`config.mk`:
```
export PLATFORM = sky130hd
export DESIGN_NAME = mips_io_periph
export DESIGN_NICKNAME = d
export VERILOG_FILES = /design/src/rtl/mips_io_periph.sv
export SDC_FILE = /design/constraint.sdc
export NUM_CORES = 1
export LEC_CHECK = 0
export CAP_MARGIN = 20
export CORE_MARGIN = 8
export CORE_UTILIZATION = 56
export CTS_BUF_LIST = sky130_fd_sc_hd__clkbuf_2
export CTS_CLUSTER_SIZE = 28
export DETAILED_ROUTE_END_ITERATION = 6
export PLACE_DENSITY = 0.95
export SYNTH_ARGS = -nofsm -noshare
export SYNTH_HDL_FRONTEND = slang
export SYNTH_SLANG_ARGS = --single-unit
```
`constraint.sdc`:
```
create_clock -name clk -period 3.3 [get_ports clk]
set_input_delay 0.66 -clock clk [delete_from_list [all_inputs] [get_ports clk]]
set_output_delay 0.66 -clock clk [all_outputs]
set_load 0.1 [all_outputs]
```
`src/rtl/mips_io_periph.sv`:
```
// mips789 memory-mapped I/O block: 8N1 UART, 32-bit up-timer, 2-digit hex 7-seg,
// LCD/LED control, key inputs and a 3-source vectored interrupt controller.
// Build option: define KEY_IRQ_EN to add key1/key2 interrupt sources and their vector registers.
module mips_io_periph #(
  parameter logic [31:0] BASE         = 32'h0F00_0000,
  parameter int          CLKS_PER_BIT = 434
) (
  input  logic        clk,
  input  logic        rst,
  input  logic [31:0] din,
  input  logic [31:0] addr,
  input  logic [3:0]  mem_ctl,
  output logic [31:0] dout,
  output logic [7:0]  lcd_data,
  output logic        lcd_rs,
  output logic        lcd_rw,
  output logic        lcd_en,
  input  logic        ser_rxd,
  output logic        ser_txd,
  output logic [6:0]  seg7led1,
  output logic [6:0]  seg7led2,
  output logic        led1,
  output logic        led2,
  input  logic        key1,
  input  logic        key2,
  output logic [31:0] irq_addr_o,
  output logic        irq_req_o
);
  localparam int CW = $clog2(CLKS_PER_BIT);
  localparam logic [CW-1:0] BIT_END  = CW'(CLKS_PER_BIT - 1);
  localparam logic [CW-1:0] HALF_END = CW'(CLKS_PER_BIT / 2 - 1);

  typedef enum logic [1:0] {S_IDLE, S_START, S_DATA, S_STOP} uart_st_t;

  // access decode
  logic is_lw, is_lb, is_sw, is_sb;
  assign is_lw = (mem_ctl == 4'd1);
  assign is_lb = (mem_ctl == 4'd2) || (mem_ctl == 4'd3);
  assign is_sw = (mem_ctl == 4'd4);
  assign is_sb = (mem_ctl == 4'd5);

  logic a_status, a_cmd, a_uart, a_lcd, a_seg, a_tdat, a_tvec, a_k1v, a_k2v;
  assign a_status = (addr == BASE);
  assign a_cmd    = (addr == BASE + 32'h04);
  assign a_uart   = (addr == BASE + 32'h08);
  assign a_lcd    = (addr == BASE + 32'h0C);
  assign a_seg    = (addr == BASE + 32'h10);
  assign a_tdat   = (addr == BASE + 32'h14);
  assign a_tvec   = (addr == BASE + 32'h18);
  assign a_k1v    = (addr == BASE + 32'h1C);
  assign a_k2v    = (addr == BASE + 32'h20);

  logic [31:0] cmd, tmr_vec, timer;
  logic [7:0]  seg7data, rx_byte;
  logic        tx_busy, rx_rdy, key1_s, key2_s;
  logic [1:0]  k1_sync, k2_sync;

  assign lcd_rs = cmd[2];
  assign lcd_rw = cmd[3];
  assign lcd_en = cmd[4];
  assign led1   = cmd[5];
  assign led2   = cmd[6];

  // control/data registers written by stores
  always_ff @(posedge clk or negedge rst) begin
    if (!rst) begin
      cmd <= '0; seg7data <= '0; lcd_data <= '0; tmr_vec <= '0;
    end else begin
      if (is_sw && a_cmd)  cmd      <= din;
      if (is_sb && a_lcd)  lcd_data <= din[7:0];
      if (is_sb && a_seg)  seg7data <= din[7:0];
      if (is_sw && a_tvec) tmr_vec  <= din;
    end
  end

  // key synchronizers
  always_ff @(posedge clk or negedge rst) begin
    if (!rst) begin
      k1_sync <= '0; k2_sync <= '0;
    end else begin
      k1_sync <= {k1_sync[0], key1};
      k2_sync <= {k2_sync[0], key2};
    end
  end
  assign key1_s = k1_sync[1];
  assign key2_s = k2_sync[1];

  // registered load data, zero when no load hits
  always_ff @(posedge clk or negedge rst) begin
    if (!rst) dout <= '0;
    else begin
      dout <= '0;
      if (is_lw && a_status) dout <= {28'b0, rx_rdy, tx_busy, key1_s, key2_s};
      if (is_lw && a_cmd)    dout <= cmd;
      if (is_lb && a_uart)   dout <= {24'b0, rx_byte};
      if (is_lw && a_tdat)   dout <= timer;
    end
  end

  // ---------------- UART TX ----------------
  uart_st_t tx_st, tx_nxt;
  logic [CW-1:0] tx_cnt;
  logic [2:0]    tx_bit;
  logic [7:0]    tx_sh;
  logic          tx_tick, tx_wr;
  assign tx_tick = (tx_cnt == BIT_END);
  assign tx_wr   = is_sb && a_uart && (tx_st == S_IDLE);
  assign tx_busy = (tx_st != S_IDLE);

  // tx state register
  always_ff @(posedge clk or negedge rst) begin
    if (!rst) tx_st <= S_IDLE;
    else      tx_st <= tx_nxt;
  end

  // tx next state and line level
  always_comb begin
    tx_nxt  = tx_st;
    ser_txd = 1'b1;
    case (tx_st)
      S_IDLE:  if (tx_wr) tx_nxt = S_START;
      S_START: begin ser_txd = 1'b0; if (tx_tick) tx_nxt = S_DATA; end
      S_DATA:  begin ser_txd = tx_sh[0]; if (tx_tick && tx_bit == 3'd7) tx_nxt = S_STOP; end
      S_STOP:  if (tx_tick) tx_nxt = S_IDLE;
      default: tx_nxt = S_IDLE;
    endcase
  end

  // tx bit timer and shifter
  always_ff @(posedge clk or negedge rst) begin
    if (!rst) begin
      tx_cnt <= '0; tx_bit <= '0; tx_sh <= '0;
    end else if (tx_st == S_IDLE) begin
      tx_cnt <= '0; tx_bit <= '0;
      if (tx_wr) tx_sh <= din[7:0];
    end else begin
      tx_cnt <= tx_tick ? '0 : tx_cnt + CW'(1);
      if (tx_tick && tx_st == S_DATA) begin
        tx_sh  <= {1'b0, tx_sh[7:1]};
        tx_bit <= tx_bit + 3'd1;
      end
    end
  end

  // ---------------- UART RX ----------------
  uart_st_t rx_st, rx_nxt;
  logic [CW-1:0] rx_cnt;
  logic [2:0]    rx_bit;
  logic [7:0]    rx_sh;
  logic [1:0]    rx_sync;
  logic          rx_prev, rx_s, rx_fall, rx_tick, rx_half, rx_good, rx_rd;
  assign rx_s    = rx_sync[1];
  assign rx_fall = rx_prev & ~rx_s;
  assign rx_tick = (rx_cnt == BIT_END);
  assign rx_half = (rx_cnt == HALF_END);
  assign rx_good = (rx_st == S_STOP) && rx_tick && rx_s;
  assign rx_rd   = is_lb && a_uart;

  // rx state register
  always_ff @(posedge clk or negedge rst) begin
    if (!rst) rx_st <= S_IDLE;
    else      rx_st <= rx_nxt;
  end

  // rx next state: start re-checked at mid-bit, stop must be high
  always_comb begin
    rx_nxt = rx_st;
    case (rx_st)
      S_IDLE:  if (rx_fall) rx_nxt = S_START;
      S_START: if (rx_half) rx_nxt = rx_s ? S_IDLE : S_DATA;
      S_DATA:  if (rx_tick && rx_bit == 3'd7) rx_nxt = S_STOP;
      S_STOP:  if (rx_tick) rx_nxt = S_IDLE;
      default: rx_nxt = S_IDLE;
    endcase
  end

  // rx sync, bit timer, shifter and ready flag
  always_ff @(posedge clk or negedge rst) begin
    if (!rst) begin
      rx_sync <= 2'b11; rx_prev <= 1'b1; rx_cnt <= '0; rx_bit <= '0;
      rx_sh <= '0; rx_byte <= '0; rx_rdy <= 1'b0;
    end else begin
      rx_sync <= {rx_sync[0], ser_rxd};
      rx_prev <= rx_s;
      if (rx_st == S_IDLE || rx_st != rx_nxt || rx_tick) rx_cnt <= '0;
      else rx_cnt <= rx_cnt + CW'(1);
      if (rx_st == S_IDLE) rx_bit <= '0;
      else if (rx_st == S_DATA && rx_tick) begin
        rx_sh  <= {rx_s, rx_sh[7:1]};
        rx_bit <= rx_bit + 3'd1;
      end
      if (rx_good) rx_byte <= rx_sh;
      if (cmd[1])       rx_rdy <= 1'b0;
      else if (rx_good) rx_rdy <= 1'b1;
      else if (rx_rd)   rx_rdy <= 1'b0;
    end
  end

  // ---------------- Timer ----------------
  logic tmr_ld, tmr_wrap;
  assign tmr_ld   = is_sw && a_tdat;
  assign tmr_wrap = cmd[8] && !cmd[7] && !tmr_ld && (timer == 32'hFFFF_FFFF);

  // clear > load > count
  always_ff @(posedge clk or negedge rst) begin
    if (!rst)        timer <= '0;
    else if (cmd[7]) timer <= '0;
    else if (tmr_ld) timer <= din;
    else if (cmd[8]) timer <= timer + 32'd1;
  end

  // ---------------- Interrupts ----------------
  logic        req_tmr, req_k1, req_k2;
  logic [31:0] irq_vec;
  assign req_tmr = tmr_wrap & cmd[31];

`ifdef KEY_IRQ_EN
  logic [31:0] k1_vec, k2_vec;
  assign req_k1 = key1_s & cmd[30];
  assign req_k2 = key2_s & cmd[29];

  // key vector registers
  always_ff @(posedge clk or negedge rst) begin
    if (!rst) begin
      k1_vec <= '0; k2_vec <= '0;
    end else begin
      if (is_sw && a_k1v) k1_vec <= din;
      if (is_sw && a_k2v) k2_vec <= din;
    end
  end
`else
  assign req_k1 = 1'b0;
  assign req_k2 = 1'b0;
`endif

  // vector select; later assignment has higher priority
  always_comb begin
    irq_vec = irq_addr_o;
`ifdef KEY_IRQ_EN
    if (req_k2) irq_vec = k2_vec;
    if (req_k1) irq_vec = k1_vec;
`endif
    if (req_tmr) irq_vec = tmr_vec;
  end

  // registered request and vector
  always_ff @(posedge clk or negedge rst) begin
    if (!rst) begin
      irq_req_o <= 1'b0; irq_addr_o <= '0;
    end else begin
      irq_req_o  <= cmd[0] & (req_tmr | req_k1 | req_k2);
      irq_addr_o <= irq_vec;
    end
  end

  // ---------------- 7-seg ----------------
  function automatic logic [6:0] hex7(input logic [3:0] h);
    case (h)
      4'h0: hex7 = 7'h40; 4'h1: hex7 = 7'h79; 4'h2: hex7 = 7'h24; 4'h3: hex7 = 7'h30;
      4'h4: hex7 = 7'h19; 4'h5: hex7 = 7'h12; 4'h6: hex7 = 7'h02; 4'h7: hex7 = 7'h78;
      4'h8: hex7 = 7'h00; 4'h9: hex7 = 7'h10; 4'hA: hex7 = 7'h08; 4'hB: hex7 = 7'h03;
      4'hC: hex7 = 7'h46; 4'hD: hex7 = 7'h21; 4'hE: hex7 = 7'h06; default: hex7 = 7'h0E;
    endcase
  endfunction

  assign seg7led1 = hex7(seg7data[3:0]);
  assign seg7led2 = hex7(seg7data[7:4]);
endmodule

```
==> qor.log, run 1 <==
INFO  run_status     run_status=completed
INFO  global_route   grt_max_degree=72
INFO  pwr            vdd_ir_drop_max=0.000346V
INFO  synth          yosysWarningCount=0
INFO  clock_tree     max_h_tree_level=2
INFO  detailed_routing vias=7772
INFO  global_route   grt_first_pass_wirelength=42200um
INFO  floorplanning  floorplan.rows=50
INFO  hold_path      worst_hold_path.endpoint=rx_sync[0]
INFO  floorplanning  start_util=57.4%
INFO  global_route   grtUsageMet2=37.7%
INFO  setup_path     timing.reg2reg.worst_path_depth=8
INFO  clock_tree     clock_latency_of_the_later_clocked_register_in_the_worst_skew_pair=0.81ns
INFO  sta            finalMaxSlewViolations=0
INFO  global_route   first_global_vias=8195
INFO  synth          synth_edf_count=0
INFO  synth          synth.most_common_cell=sky130_fd_sc_hd__dfrtp_1
INFO  synth          synth_flop_cell=sky130_fd_sc_hd__dfrtp_1
INFO  global_route   groute.usage.overall=21.7%
INFO  layout         postLayoutCoreUtil=69.6%
INFO  clock_tree     clk_root_buffer_cell=sky130_fd_sc_hd__clkbuf_2
INFO  setup_path     timing.critical_path.buf_inv=3
INFO  setup_path     crit_family=flip-flops
INFO  hold_path      timing.hold.worst.class=in2reg
INFO  floorplanning  dieHeight=155um
INFO  layout         syn_to_layout_area_delta=21.2%
INFO  setup_path     setup.worst_path.end_class=output pin
INFO  sta            hold_slack=0.293ns
INFO  synth          yosys-top-cells-count=sky130_fd_sc_hd__dfrtp_1 (234), sky130_fd_sc_hd__mux2_2 (95), sky130_fd_sc_hd__nor2_1 (76), sky130_fd_sc_hd__nand2_1 (48)
INFO  setup_path     cp_cell_sequence=inv_1 -> ha_1 -> inv_1 -> mux4_2 -> buf_4
INFO  clock_tree     cts_setup_buffers=0
INFO  sta            report.final.setup_viol=0
INFO  synth          yosysUniqueCellTypes=58
INFO  clock_tree     cts_buffers=57
INFO  pwr            pleak=6.36nW
INFO  place          dp_hpwl=18300um
INFO  place          port_buffers=165
INFO  synth          synth.net_count=977
INFO  floorplanning  floorplan.die.width=155um
INFO  global_route   overflow=0
INFO  clock_tree     worst_setup_hold_path_clk_slew=0.11ns
INFO  setup_path     critical_path_arrival=2.45ns
INFO  layout         fillerInstances=1312
INFO  layout         num-nets-final=1182
INFO  hold_path      min_delay_path_depth=1
INFO  detailed_routing viasPerCell=5.74
INFO  synth          yosys.area.top_type=sky130_fd_sc_hd__dfrtp_1
INFO  place          gp_congestion=0.854
INFO  flow_run       cap_viol_max_count=0
INFO  global_route   grt_use_met1=25.8%
INFO  synth          seq_area_frac_synth=55.1%
INFO  floorplanning  core=18800squm
INFO  pwr            powerDensity=391nW/um^2
INFO  setup_path     crit_path_max_incr_delay=0.44ns
INFO  sta            max_freq=321MHz
INFO  setup_path     setup.worst_path.start_class=flip-flop
INFO  global_route   antenna_found_initial=0
INFO  sta            worst_pin_slew=0.714ns
INFO  detailed_routing initialDrtViolationCount=514
INFO  setup_path     r2r_end=irq_addr_o[18]
INFO  layout         diodes=0
INFO  sta            crit_path_time_final=3.11ns
INFO  setup_path     ff2ff_setup_slack=0.60ns
INFO  synth          syn-mean-instance-area=12.3squm
INFO  synth          mappedNetlistArea=10800squm
INFO  detailed_routing postRouteAntennaNets=0
INFO  global_route   most_congested_layer_reported_by_global_routing=met2
INFO  floorplanning  floorplan.die_area=23900squm
INFO  detailed_routing drc=0
INFO  layout         multi_input_area=4570squm
INFO  hold_path      worst_hold_startpoint=ser_rxd
INFO  clock_tree     tritoncts_num_sinks=237
INFO  sta            final_hold_viol_count=0
INFO  setup_path     worstReg2RegStart=timer[0]
INFO  setup_path     critical-path-top-cell-by-count=sky130_fd_sc_hd__inv_1
INFO  setup_path     crit_slowest_cell=sky130_fd_sc_hd__dfrtp_1
INFO  layout         layout.cell_area.non_filler=13100squm
INFO  sta            setup-tns-final=0ns
INFO  layout         share_of_layout_cells_above_drive_strength_1=28.3%
INFO  place          dpl-instance-area=12500squm
INFO  clock_tree     cts_tree=yes
INFO  synth          synth-async-reset-ratio=100%
INFO  synth          synth_seq_cells=237
INFO  setup_path     timing.critical_path.fanout_max=6
INFO  place          post-place-ws=0.0733ns
INFO  clock_tree     max-clock-path-buffers=3
INFO  sta            post-route-worst-setup-slack=0.187ns
INFO  sta            final_critical_path_share_of_the_clock_period=94.3%
INFO  sta            finalClockSkew=0.0624ns
INFO  synth          post_synthesis_cell_count=878
INFO  sta            rsz0062_at_grt=false
INFO  setup_path     timing.critical_path.required=2.64ns
INFO  detailed_routing detail_route.wirelength=25400um
INFO  synth          netlist.area_leader.share=54.4%
INFO  detailed_routing drtPass1Iterations=7
INFO  floorplanning  io_pins=166
INFO  global_route   groute.layer.met3.usage=5.46%
INFO  detailed_routing routed_wire_length_per_instance=18.8um
INFO  synth          ys_top_cells_by_area=sky130_fd_sc_hd__dfrtp_1 (54%), sky130_fd_sc_hd__mux2_2 (9.9%), sky130_fd_sc_hd__mux2_1 (3.2%)
INFO  sta            slew_headroom=52.2%
INFO  layout         register_area=5940squm
INFO  setup_path     criticalPathCategory=reg2out
## worst reg2reg max path, stage by stage (launching register included)
cell,delay [ns]
sky130_fd_sc_hd__dfrtp_1,0.44
sky130_fd_sc_hd__ha_1,0.21
sky130_fd_sc_hd__nand4_1,0.23
sky130_fd_sc_hd__nor4_1,0.32
sky130_fd_sc_hd__buf_4,0.21
sky130_fd_sc_hd__nand2_2,0.10
sky130_fd_sc_hd__nor4b_4,0.45
sky130_fd_sc_hd__buf_12,0.21
sky130_fd_sc_hd__mux2_1,0.36
## kinds of logic (layout without fill, tap and decap cells)
group           after synthesis  count (layout)  synth area share (%)
simple gates                245             245                  12.4
flops                       237             237                  55.1
mux                         143             143                  15.0
compound gates              117             117                  8.11
buf+inv                      64             307                  2.66
xor+xnor                     46              46                  3.74
fa+ha+maj                    26              26                  3.02
## final cells by class
cell class	instances	area share [%]
Clock buffer	71	2.72
Clock inverter	26	1.02
Inverter	21	0.604
Multi-Input combinational cell	577	35.0
Sequential cell	237	45.5
Tap cell	234	2.24
Timing Repair Buffer	189	12.9
## placed cells by master, fill, tap and decap left out, drive strengths merged, types with 5 or more instances in the layout
| cell | count |
|---|---|
| xnor2 | 25 |
| nand2 | 49 |
| inv | 22 |
| nor2b | 5 |
| a211oi | 32 |
| mux2 | 126 |
| nand3 | 23 |
| a221o | 5 |
| clkbuf | 71 |
| buf | 117 |
| o21ai | 13 |
| xor2 | 21 |
| nand4 | 12 |
| clkinv | 23 |
| a22o | 32 |
| and4 | 9 |
| clkdlybuf4s50 | 71 |
| nor3 | 12 |
| dfrtp | 234 |
| and3 | 18 |
| ha | 26 |
| mux2i | 15 |
| nor4b | 8 |
| nor4 | 14 |
| nor2 | 76 |
| a21oi | 15 |
## how the worst max path moves through the flow
| stage | from | end | slack (ns) | cells after the start |
|---|---|---|---|---|
| 6_report | seg7data[0] | seg7led1[3] | 0.19 | 5 |
| 5_1_grt | seg7data[5] | seg7led2[0] | 0.009 | 6 |
| 4_1_cts | seg7data[5] | seg7led2[0] | 0.007 | 6 |
| 3_5_place_dp | addr[1] | irq_addr_o[18] | 0.07 | 7 |
| 3_3_place_gp | addr[17] | irq_addr_o[30] | 0.17 | 7 |
| 2_1_floorplan | seg7data[7] | seg7led2[5] | 0.29 | 3 |
## flip-flops by register name (all words and copies together), names as in the netlist, 3 cells and up
name / flops
cmd: 32
dout: 32
irq_addr_o: 32
lcd_data: 8
rx_bit: 3
rx_byte: 8
rx_cnt: 9
rx_sh: 8
seg7data: 8
timer: 32
tmr_vec: 32
tx_bit: 3
tx_cnt: 9
tx_sh: 8
## metal layers
metal	vias up	share of wire, %
li1	3614	-
met5	-	0
met4	0	1.8
met1	3892	40
met2	227	52
met3	39	5.9
## timing repair
item	CTS	global route
hold endpoints to repair	64	0
endpoints found under the setup margin	1	1
pin swaps	0	0
resized for setup	1	4
hold buffers	1	0
## power by group
part / total [mW] / switching, mW / internal, mW
Sequential: 3.00 / 0.0540 / 2.95
Combinational: 0.299 / 0.157 / 0.143
Clock: 1.80 / 1.12 / 0.679
Total: 5.10 / 1.33 / 3.77
## through the flow
step                      cells  total power, mW
after global placement     1257             3.34
after global routing       1355             5.35
after floorplan             878             3.14
after CTS                  1355             5.15
final                      1355             5.10
after detailed placement   1257             3.36
Power figures use the tool's default switching activity.
==> inputs of run 2 (changes only) <==
--- a/config.mk
+++ b/config.mk
@@ -6,12 +6,14 @@
 export NUM_CORES = 1
 export LEC_CHECK = 0
 export CAP_MARGIN = 20
+export CORE_ASPECT_RATIO = 2
 export CORE_MARGIN = 8
 export CORE_UTILIZATION = 56
 export CTS_BUF_LIST = sky130_fd_sc_hd__clkbuf_2
 export CTS_CLUSTER_SIZE = 28
 export DETAILED_ROUTE_END_ITERATION = 6
 export PLACE_DENSITY = 0.95
+export SKIP_CTS_REPAIR_TIMING = 1
 export SYNTH_ARGS = -nofsm -noshare
 export SYNTH_HDL_FRONTEND = slang
 export SYNTH_SLANG_ARGS = --single-unit
==> qor.log, run 2 (synthesis results as in run 1) <==
INFO  layout         mostFrequentLayoutCell=sky130_fd_sc_hd__dfrtp_1
INFO  global_route   overflow=0
INFO  sta            report.final.setup_viol=0
INFO  sta            post-route-worst-setup-slack=0.144ns
INFO  floorplanning  dieHeight=212um
INFO  floorplanning  floorplan.die_area=24200squm
INFO  pwr            powerDensity=386nW/um^2
INFO  pwr            power.share.clock=34.7%
INFO  pwr            pleak=6.36nW
INFO  clock_tree     max-clock-path-buffers=3
INFO  detailed_routing routed_wire_length_per_instance=18.8um
INFO  clock_tree     cts_tree=yes
INFO  clock_tree     clk_root_buffer_cell=sky130_fd_sc_hd__clkbuf_2
INFO  setup_path     crit_slowest_cell=sky130_fd_sc_hd__or3b_2
INFO  sta            slew_headroom=50.0%
INFO  pwr            power.combinational.fraction=6.0%
INFO  floorplanning  core=19100squm
INFO  global_route   first_global_vias=8408
INFO  detailed_routing viasPerCell=5.72
INFO  pwr            p_total=5.05mW
INFO  sta            rsz0062_at_grt=false
INFO  sta            finalMaxSlewViolations=0
INFO  setup_path     setup.worst_path.end_class=output pin
INFO  clock_tree     clock_latency_of_the_later_clocked_register_in_the_worst_skew_pair=0.74ns
INFO  floorplanning  floorplan.die.width=114um
INFO  detailed_routing vias=7856
INFO  flow_run       cap_viol_max_count=0
INFO  layout         postLayoutCoreUtil=68.5%
INFO  detailed_routing drc=0
INFO  setup_path     critical_path_arrival=2.50ns
INFO  clock_tree     cts_buffers=50
INFO  floorplanning  io_pins=166
INFO  layout         layout.cells.most_common_list=sky130_fd_sc_hd__dfrtp_1 (234), sky130_fd_sc_hd__buf_4 (106), sky130_fd_sc_hd__mux2_2 (95)
INFO  sta            crit_path_time_final=3.16ns
INFO  global_route   antenna_found_initial=1
INFO  pwr            power.share.switching=25.4%
INFO  hold_path      timing.hold.worst.class=reg2reg
INFO  pwr            vdd_ir_drop_max=0.000618V
INFO  place          port_buffers=165
INFO  clock_tree     max_h_tree_level=2
INFO  layout         share_of_layout_cells_above_drive_strength_1=28.1%
INFO  detailed_routing postRouteAntennaNets=0
INFO  setup_path     crit_path_max_incr_delay=0.47ns
INFO  sta            final_critical_path_share_of_the_clock_period=95.6%
INFO  global_route   groute.usage.overall=21.5%
INFO  setup_path     setup.worst_path.start_class=flip-flop
INFO  run_status     run_status=completed
INFO  layout         syn_to_layout_area_delta=21.4%
INFO  clock_tree     worst_setup_hold_path_clk_slew=0.12ns
INFO  setup_path     timing.critical_path.required=2.64ns
INFO  detailed_routing initialDrtViolationCount=452
INFO  pwr            seqPwrFrac=59.3%
INFO  setup_path     criticalPathCategory=reg2out
INFO  detailed_routing drtPass1Iterations=5
INFO  sta            final_hold_viol_count=0
INFO  floorplanning  start_util=56.4%
INFO  sta            setup-tns-final=0ns
INFO  sta            finalClockSkew=0.0574ns
INFO  place          dp_hpwl=18800um
INFO  sta            worst_pin_slew=0.750ns
INFO  place          post-place-ws=-0.0330ns
INFO  layout         num-nets-final=1174
INFO  setup_path     timing.critical_path.fanout_max=5
INFO  pwr            total_switching_power=1.28mW
INFO  global_route   grt_first_pass_wirelength=42000um
INFO  setup_path     cp_cell_sequence=inv_2 -> ha_2 -> nor2b_1 -> or3b_2 -> o21ai_1 -> buf_6
INFO  detailed_routing detail_route.wirelength=25900um
INFO  global_route   grt_max_degree=100
INFO  clock_tree     tritoncts_num_sinks=237
INFO  sta            max_freq=317MHz
INFO  floorplanning  floorplan.rows=72
INFO  place          gp_congestion=0.843
INFO  pwr            internal_power=3.77mW
[run 2: cell count changes in the layout (fill, tap and decap cells not counted)]
cell / delta
sky130_fd_sc_hd__buf_4: -3
sky130_fd_sc_hd__dfrtp_1: +1
sky130_fd_sc_hd__inv_1: +1
sky130_fd_sc_hd__clkbuf_2: +3
sky130_fd_sc_hd__clkinv_2: -1
sky130_fd_sc_hd__diode_2: +1
sky130_fd_sc_hd__buf_12: +2
sky130_fd_sc_hd__inv_2: -3
sky130_fd_sc_hd__clkinvlp_4: -1
sky130_fd_sc_hd__dfrtp_2: -1
sky130_fd_sc_hd__clkinv_1: -6
[run 2: area by class of cell]
type	count	area [sq um]
Sequential cell	237	5930
Inverter	21	78.8
Timing Repair Buffer	188	1700
Fill cell	1337	6020
Clock inverter	16	90.1
Multi-Input combinational cell	577	4570
Clock buffer	74	370
Antenna cell	1	2.50
Tap cell	259	324
[run 2: through the flow]
step	cell area, sq um	std cells	hold WS (ns)
floorplan	10800	878	0.331
global placement	12600	1281	0.334
detailed placement	12600	1281	0.336
CTS	13100	1371	-0.0723
global route	13100	1373	0.315
finish	13100	1373	0.337
[run 2: routing by layer]
layer	vias to the layer above	part of all wire, %	global-route usage [%]
li1	3588	-	-
met1	3891	38	24.4
met2	310	52	37.6
met3	67	6.7	4.81
met4	0	3.2	9.57
met5	-	0	0
[run 2: worst max-delay path: cells and delay by family (launching register included)]
family | cells | cell delay [ns]
AO/OA/AOI/OAI | 1 | 0.13
adder cells (fa/ha/maj) | 1 | 0.22
buffers and inverters | 2 | 0.39
flip-flops | 1 | 0.46
AND/OR/NAND/NOR | 2 | 0.55
[run 2: final timing paths]
kind	start	end	slack, ns	cells after the start
min in group asynchronous	rst	lcd_data[3]	0.52	2
worst max register to register	timer[7]	irq_addr_o[10]	0.65	6
worst min-delay path	rx_sync[0]	rx_sync[1]	0.34	0
max in group asynchronous	rst	tmr_vec[15]	1.76	3
worst max-delay path	seg7data[5]	seg7led2[0]	0.14	6
worst min register to register	rx_sync[0]	rx_sync[1]	0.34	0
[run 2: power groups by stage]
stage,logic [mW],registers (mW),clock network [mW]
CTS,0.306,3.00,1.79
global placement,0.288,3.05,0
global route,0.341,3.00,1.94
detailed placement,0.305,3.05,0
finish,0.303,3.00,1.75
floorplan,0.100,3.04,0
